File: src/rtl/option_pkg.sv
// Shared definitions for packed Option<T> values: one tag bit above the payload,
// tag 0 = Some, tag 1 = None.
package option_pkg;

    localparam logic TAG_SOME = 1'b0;
    localparam logic TAG_NONE = 1'b1;

    // Widest Option handled by none_word(); callers truncate to their own width.
    localparam int unsigned OPTION_MAX_W = 64;

    // Width of a packed Option carrying a w-bit payload.
    function automatic int unsigned option_w(input int unsigned w);
        return w + 1;
    endfunction

    // None literal for a packed Option of total width w: tag set, everything else zero.
    function automatic logic [OPTION_MAX_W-1:0] none_word(input int unsigned w);
        return {{(OPTION_MAX_W-1){1'b0}}, TAG_NONE} << (w - 1);
    endfunction

endpackage

File: src/rtl/option_rr_arbiter_rr_pick.sv
// Purely combinational rotate-priority picker: returns the first valid bit
// found walking cyclically upward from ptr_i.
module rr_pick #(
    parameter int unsigned N_REQ = 4,
    parameter int unsigned IDX_W = $clog2(N_REQ)
) (
    input  logic [N_REQ-1:0] valid_i,
    input  logic [IDX_W-1:0] ptr_i,
    output logic             found_o,
    output logic [IDX_W-1:0] idx_o,
    output logic [N_REQ-1:0] onehot_o
);

    logic [IDX_W-1:0] cand;

    // Scan offsets 0..N_REQ-1 from the pointer; IDX_W-bit truncation gives the modulo wrap.
    always_comb begin
        found_o = 1'b0;
        idx_o   = '0;
        cand    = '0;
        for (int unsigned k = 0; k < N_REQ; k++) begin
            cand = IDX_W'(ptr_i + k);
            if (!found_o && valid_i[cand]) begin
                found_o = 1'b1;
                idx_o   = cand;
            end
        end
    end

    // Decode the winning index into a one-hot vector, empty when nothing is valid.
    always_comb begin
        onehot_o = '0;
        if (found_o) begin
            onehot_o[idx_o] = 1'b1;
        end
    end

endmodule

File: src/rtl/option_rr_arbiter.sv
// Round-robin arbiter sharing one registered Option<(idx, payload)> output
// between N_REQ Option<uint<W>> producers, with downstream backpressure.
module option_rr_arbiter
    import option_pkg::*;
#(
    parameter int unsigned N_REQ = 4,
    parameter int unsigned W     = 16,
    parameter int unsigned IDX_W = $clog2(N_REQ)
) (
    input  logic                         _i_clk,
    input  logic                         _i_rst,
    input  logic [N_REQ*option_w(W)-1:0] _i_req,
    input  logic                         _i_ready,
    output logic [N_REQ-1:0]             _o_grant,
    output logic [IDX_W+W:0]             __output
);

    localparam int unsigned OPT_W = option_w(W);
    localparam int unsigned OUT_W = 1 + IDX_W + W;

    typedef struct packed {
        logic             tag;
        logic [IDX_W-1:0] idx;
        logic [W-1:0]     payload;
    } out_t;

    localparam out_t OUT_NONE = out_t'(OUT_W'(none_word(OUT_W)));

    out_t             out_q, out_d;
    logic [IDX_W-1:0] ptr_q, ptr_d;

    logic [N_REQ-1:0] req_valid;
    logic [W-1:0]     req_payload [N_REQ];

    logic             out_empty;
    logic             load;
    logic             pick_found;
    logic [IDX_W-1:0] pick_idx;
    logic [N_REQ-1:0] pick_onehot;

    // Split the packed request bus into per-requester Some flags and payloads.
    always_comb begin
        for (int unsigned i = 0; i < N_REQ; i++) begin
            req_valid[i]   = (_i_req[i*OPT_W + W] == TAG_SOME);
            req_payload[i] = _i_req[i*OPT_W +: W];
        end
    end

    assign out_empty = (out_q.tag == TAG_NONE);
    assign load      = out_empty | _i_ready;

    rr_pick #(
        .N_REQ (N_REQ),
        .IDX_W (IDX_W)
    ) u_pick (
        .valid_i  (req_valid),
        .ptr_i    (ptr_q),
        .found_o  (pick_found),
        .idx_o    (pick_idx),
        .onehot_o (pick_onehot)
    );

    // Grant gating and next output/pointer: load on empty or consume, hold otherwise.
    always_comb begin
        _o_grant = '0;
        out_d    = out_q;
        ptr_d    = ptr_q;
        if (!_i_rst && load) begin
            if (pick_found) begin
                _o_grant      = pick_onehot;
                out_d.tag     = TAG_SOME;
                out_d.idx     = pick_idx;
                out_d.payload = req_payload[pick_idx];
                ptr_d         = pick_idx + IDX_W'(1);
            end else begin
                out_d = OUT_NONE;
            end
        end
    end

    // State registers; reset discards any held item and rewinds the pointer.
    always_ff @(posedge _i_clk) begin
        if (_i_rst) begin
            out_q <= OUT_NONE;
            ptr_q <= '0;
        end else begin
            out_q <= out_d;
            ptr_q <= ptr_d;
        end
    end

    assign __output = out_q;

endmodule

File: config.mk
export PLATFORM = sky130hd
export DESIGN_NAME = option_rr_arbiter
export DESIGN_NICKNAME = d
export VERILOG_FILES = /design/src/rtl/option_pkg.sv /design/src/rtl/option_rr_arbiter_rr_pick.sv /design/src/rtl/option_rr_arbiter.sv
export SDC_FILE = /design/constraint.sdc
export NUM_CORES = 1
export LEC_CHECK = 0
export ABC_CLOCK_PERIOD_IN_PS = 2600
export CORE_ASPECT_RATIO = 0.8
export CORE_MARGIN = 2
export CORE_UTILIZATION = 32
export DETAILED_ROUTE_END_ITERATION = 10
export PLACE_DENSITY = 0.77
export RECOVER_POWER = 100
export SLEW_MARGIN = 15
export SYNTH_ARGS = -nofsm -noshare
export SYNTH_HDL_FRONTEND = slang
export SYNTH_HIERARCHICAL = 1
export SYNTH_SLANG_ARGS = --single-unit
File: constraint.sdc
create_clock -name _i_clk -period 2.6 [get_ports _i_clk]
set_input_delay 0.78 -clock _i_clk [delete_from_list [all_inputs] [get_ports _i_clk]]
set_output_delay 0.78 -clock _i_clk [all_outputs]
set_load 0.01 [all_outputs]
==> After elaboration in Yosys (flattened, before gate mapping) <==
Index checks and enable logic that the tools add are counted.
{ "word_totals": {"register_bits": 21, "latch_bits": 0, "ramBits": 0, "rom_bits": 0, "inputBits": 71, "out_inout_bits": 23, "wordCells": 55, "mem_count": 0} }
{ "op_classes": {"addsub": 4, "multipliers": 0, "n_div": 0, "n_lt_le_gt_ge": 7, "eq_ne": 0, "shift": 0, "muxes": 24, "n_bitwise": 6, "reduce_logical": 10} }
{ "op_table": {"columns": ["cell", "n"], "rows": [
  ["$bmux W16 S2", 1],
  ["$mux W16", 2],
  ["$mux W19", 1],
  ["$lt A2 B3 Y1 const B", 5],
  ["$mux W1", 9],
  ["$bmux W1 S2", 4],
  ["$mux W2", 4],
  ["$mux W4", 2],
  ["$logic_and A1 B1 Y1", 5],
  ["$add A2 B1 Y2 const B", 2],
  ["$add A2 B2 Y2 const B", 2],
  ["$logic_not A1 Y1", 4],
  ["$not A1 Y1", 4],
  ["$ge A3 B3 Y1 const B", 1],
  ["$not A2 Y3", 1],
  ["$demux W1 S2", 1],
  ["$ge A2 B1 Y1 const B", 1],
  ["$reduce_and A2 Y1", 1],
  ["$or A1 B1 Y1", 1]
]} }

==> Logic depth before layout (Yosys ltp) <==
{ "logic_depth": {"ltp_word": 19, "ltp_mapped": 9, "depth_no_buf": 6} }

==> Modules after synthesis <==
Netlist, hierarchy kept.
{ "by_module_without_submodules": {"columns": ["mod", "n_inst", "cells_each", "area_per_inst_um2", "seq_area_each_um2"], "rows": [
  ["option_rr_arbiter", 1, 81, 1143.6, 420.4],
  ["rr_pick", 1, 33, 211.5, 0.0]
]} }

==> Least setup slack after synthesis <==
Ideal clock, no wire load.
{ "synth_timing": {"kind": "input to output", "startpoint": "input port _i_req[16]", "endpoint": "output port _o_grant[0]", "t_arrival_ns": 1.862, "required_ns": 1.820, "slack_ns": -0.042, "stages": 8, "path_buffers": 2, "path_cell_list": "inv_1 > buf_2 > nor2_1 > nand2_1 > o21a_1 > nor2b_1 > buf_2 > and2_1"} }
{ "synth_via": {"elab_cells_between_ends": 30, "cone_classes": "order compare (2); mux (20); bitwise (1); reduce/logical (7)"} }
{ "synth_rtl": {"columns": ["element", "line", "rtl"], "rows": [
  ["start, declared", "option_rr_arbiter.sv:12", "input logic [N_REQ*option_w(W)-1:0] _i_req,"],
  ["$not A1 Y1 (*)", "option_rr_arbiter.sv:44", "req_valid[i] = (_i_req[i*OPT_W + W] == TAG_SOME);"],
  ["$bmux W1 S2", "option_rr_arbiter_rr_pick.sv:23", "if (!found_o && valid_i[cand]) begin"],
  ["$mux W1 (not written as such)", "option_rr_arbiter_rr_pick.sv:23", null],
  ["$mux W1", "option_rr_arbiter_rr_pick.sv:23", null],
  ["$logic_not A1 Y1", "option_rr_arbiter_rr_pick.sv:23", null],
  ["$logic_and A1 B1 Y1", "option_rr_arbiter_rr_pick.sv:23", null],
  ["$mux W1", "option_rr_arbiter_rr_pick.sv:23", null],
  ["$logic_not A1 Y1", "option_rr_arbiter_rr_pick.sv:23", null],
  ["$logic_and A1 B1 Y1", "option_rr_arbiter_rr_pick.sv:23", null],
  ["$mux W1", "option_rr_arbiter_rr_pick.sv:23", null],
  ["$logic_not A1 Y1", "option_rr_arbiter_rr_pick.sv:23", null],
  ["$logic_and A1 B1 Y1", "option_rr_arbiter_rr_pick.sv:23", null],
  ["$mux W1 (*)", "option_rr_arbiter_rr_pick.sv:23", null],
  ["via pick_found", "option_rr_arbiter.sv:37", "logic pick_found;"],
  ["$mux W4 (*)", "option_rr_arbiter.sv:69", "if (pick_found) begin"],
  ["$mux W4 (*)", "option_rr_arbiter.sv:68", "if (!_i_rst && load) begin"],
  ["end, declared", "option_rr_arbiter.sv:14", "output logic [N_REQ-1:0] _o_grant,"]
]} }
The timed path passes the listed nets; every way through them passes the cells marked *. The select of a mux whose other input is x is not followed.

==> Final worst setup path <==
{ "layout_timing": {"startpoint": "input port _i_req[16]", "endpoint": "output port _o_grant[2]"} }
{ "layout_via": {"elab_chain_len": 19, "elab_cells_between_ends": 30, "cone_classes": "order compare (2); mux (20); bitwise (1); reduce/logical (7)"} }
{ "layout_lines": {"columns": ["element", "line", "rtl"], "rows": [
  ["$not A1 Y1 (*)", "option_rr_arbiter.sv:44", null],
  ["via req_valid[0]", "option_rr_arbiter.sv:32", "logic [N_REQ-1:0] req_valid;"],
  ["$bmux W1 S2", "option_rr_arbiter_rr_pick.sv:23", null],
  ["$mux W1 (not written as such)", "option_rr_arbiter_rr_pick.sv:23", null],
  ["$mux W1", "option_rr_arbiter_rr_pick.sv:23", null],
  ["$logic_not A1 Y1", "option_rr_arbiter_rr_pick.sv:23", null],
  ["$logic_and A1 B1 Y1", "option_rr_arbiter_rr_pick.sv:23", null],
  ["$mux W1", "option_rr_arbiter_rr_pick.sv:23", null],
  ["[... 5 more ...]", null, null],
  ["$mux W2 (*)", "option_rr_arbiter_rr_pick.sv:23", null],
  ["$lt A2 B3 Y1 (not written as such) / $ge A2 B1 Y1 (equally long branches)", "option_rr_arbiter_rr_pick.sv:34", "onehot_o[idx_o] = 1'b1;"],
  ["$logic_and A1 B1 Y1 (not written as such)", "option_rr_arbiter_rr_pick.sv:34", null],
  ["$mux W1 (not written as such)", "option_rr_arbiter_rr_pick.sv:34", null],
  ["$demux W1 S2 (*)", null, null],
  ["via pick_onehot[2]", "option_rr_arbiter.sv:39", "logic [N_REQ-1:0] pick_onehot;"],
  ["$mux W4 (*)", "option_rr_arbiter.sv:69", null],
  ["$mux W4 (*)", "option_rr_arbiter.sv:68", null]
]} }
Marked as above.

==> out/metrics.csv <==
metric,value,unit
status,"finished, final reports clean",
Worst-Skew Late Latency,260,ps
Tightest Pin Transition,508,ps
CP arrival,1780,ps
RR Endpoint,__output[11],
r2r setup slk,220,ps
antenna-violating nets left,0,
drt drc,0,
share of post-route cells with drive strength above 1,31.6,%
relative slew slack,66.1,%
xor-xnor portion of the synthesized cell area,0.646,%
io pins,94,
routed vias,1445,
mux share of post-synthesis cell area,29.8,%
vias in the first global route,1521,
GRT Residual Overflow,0,
global-route usage over all layers,18.5,%
die area,0.00477,mm2
# diodes,0,
die height,62.2,um
total CTS buffers,3,
maximum clock rate,390,MHz
"Reg clk slew, reported paths",80,ps
Final GP Congestion,0.883,
post-synthesis instance area,0.00136,mm2
total clock sinks,21,
fin. max-slew vios,0,
largest net degree at the start of global routing,19,
maxcap violations,0,
Synth Area in Compound Gates,22.3,%
global-route met1 utilization,21.2,%
DIE WIDTH,76.8,um
initial DRC count,29,
hold path cells,1,
critical hold path startpoint,__output[17],
CP max FO,7,
Final #Nets,303,
met2 GRT Util,35.0,%
largest family of logic cells by synthesized area,multiplexers,
met3 Use GR,6.69,%
Syn Area/Cell,11.9,um2
final setup fails,0,
WL final,4.35,mm
post-synthesis net count,185,
CTS tree,done,
final core occ,64.1,%
worst r2r src,ptr_q[1],
Via density,5.02,
Post-Synth Simple-Gate Area,7.11,%
post-DR wirelength/cell,15.1,um
first-pass GRT wire length,7.08,mm
Final period util,98.5,%
Setup Skew,7.67,ps
WHS,473,ps
Detailed Place HPWL,3.12,mm
WP data required,1820,ps
Post-CTS Hold Fix Bufs,0,
PD cells,427,mW/mm2
row count,21,
hold crit path type,register to register,
critical path endpoint category,output port,
Layout Area Growth over Synthesis,95.1,%
CTS Root Cell,clkbuf_8,
Startpoint Class,input port,
post-synthesis register bit count,21,
synthesized instance count,114,
Leakage,1.11,nW
critical path type,input port to output port,
initial antenna violation count,0,
post-synthesis adder-cell area fraction,0,%
fin crit period,2560,ps
initial core utilization,32.8,%
H-tree depth,1,
Bufs on Longest Clock Path,2,
Initial DRT Pass Iterations,4,
Yosys cell types,30,
Fin. Hold Viols,0,
IO Port Bufs,93,
synth warn,6,
Most Crowded Layer GR,met2,
Hold EP,__output[17],
maximum vdd drop,0.227,mV
Core Region,0.00413,mm2
Worst Reg2Reg Path Length in Cells,6,
post-synthesis sequential area ratio,31.0,%
layout by cell type (no fill, tap or decap), types with 2 or more instances in the layout:
cell             instances
clkbuf_2                 3
clkbuf_8                 3
o21ai_0                  3
dfxtp_1                 21
nor2_1                   4
dlygate4sd3_1           19
buf_4                   23
a211oi_1                 2
buf_6                    8
mux4_1                   7
clkdlybuf4s50_1         65
a22o_1                  18
o221a_2                  2
nor2_2                   3
buf_12                   3
inv_1                    3
a21oi_2                  2
o21bai_1                 2
mux4_2                   9
clkdlybuf4s15_1          2
a21oi_1                  3
inv_2                    4
and2_4                   4
report_power, final:
part / internal [mW] / total [mW] / switching [mW] / leakage, nW
Combinational: 0.341 / 0.519 / 0.178 / 0.915
Clock: 0.108 / 0.213 / 0.105 / 0.0217
Sequential: 0.363 / 0.397 / 0.0336 / 0.174
Total: 0.812 / 1.13 / 0.317 / 1.11
synth_stat cells:
cell	n	area share (%)
o2bb2a_1	1	0.74
a21boi_0	1	0.55
nor3_2	1	0.74
buf_2	6	2.2
o221a_2	2	1.7
clkbuf_2	1	0.37
nor2_1	8	2.2
o21a_1	1	0.55
nor2b_1	1	0.46
o21bai_1	2	1.1
dfxtp_1	21	31
xnor2_1	1	0.65
buf_6	3	2.5
a22o_1	18	12
mux2i_1	1	0.74
buf_12	1	1.5
inv_1	7	1.9
a311oi_1	1	0.65
mux4_2	7	12
and2_1	5	2.3
o21ai_0	3	1.1
a211oi_1	2	1.1
buf_4	1	0.55
a22o_2	1	0.74
nand2b_1	1	0.46
mux4_1	9	17
and2b_2	1	0.65
a21oi_1	5	1.8
nand2_1	1	0.28
o2bb2ai_1	1	0.65
cell type report:
cell class,instances,area [um2]
clock buffers,3,41.3
clock inverters,1,7.51
fillers,340,1480
inverters,7,26.3
multi-input cells,74,865
flip-flops and latches,21,420
well taps,57,71.3
repair buffers,125,1210
per-stage QoR:
step | power, mW | instances | instance area [um2] | setup WS (ps) | setup TNS [ps]
after global routing | 1.20 | 288 | 2640 | -25.2 | -33.2
after global placement | 0.878 | 268 | 2430 | -632 | -9620
after detailed placement | 0.887 | 268 | 2430 | -637 | -10180
final | 1.13 | 288 | 2640 | 38.4 | 0
after floorplan | 0.648 | 114 | 1360 | 5.81 | 0
after CTS | 1.17 | 289 | 2640 | 0.0674 | 0
sequential cells by signal, indices dropped and copies added, names as in the netlist:
signal     flops
__output      18
out_empty      1
ptr_q          2
logic make-up (layout without fill, tap and decap cells):
group,Yosys count,in the layout
AOI/OAI and AO/OA,38,38
xor gates and xnor gates,1,1
buffers and inverters,19,136
DFF,21,21
muxes,17,17
and+or+nand+nor,18,18
critical path: stages:
cell and delay [ps]:
clkdlybuf4s15_1 170, inv_2 50, buf_6 130, nor2_2 110
o21bai_1 70, a21boi_0 190, and2_4 180, buf_6 90
timing repair:
action,4_1_cts,5_1_grt
hold endpoints to repair,0,0
setup buffers,16,0
setup endpoints to repair,20,11
gates resized for setup,36,19
cloned,1,0
pin swaps,7,7
how the worst max path moves through the flow:
stage | from | endpoint | slack (ps)
floorplan | _i_req[16] | _o_grant[0] | 6
global placement | _i_req[33] | _o_grant[2] | -630
detailed placement | _i_req[16] | _o_grant[2] | -640
CTS | _i_req[67] | _o_grant[0] | 0.07
global route | _i_req[16] | _o_grant[2] | -30
finish | _i_req[16] | _o_grant[2] | 40
per-layer routing:
layer / part of all wire [%] / vias up
li1: - / 684
met1: 39 / 685
met2: 52 / 74
met3: 8.8 / 2
met4: 0.32 / 0
met5: 0 / -
No activity file was read; power rests on OpenSTA's default activity.
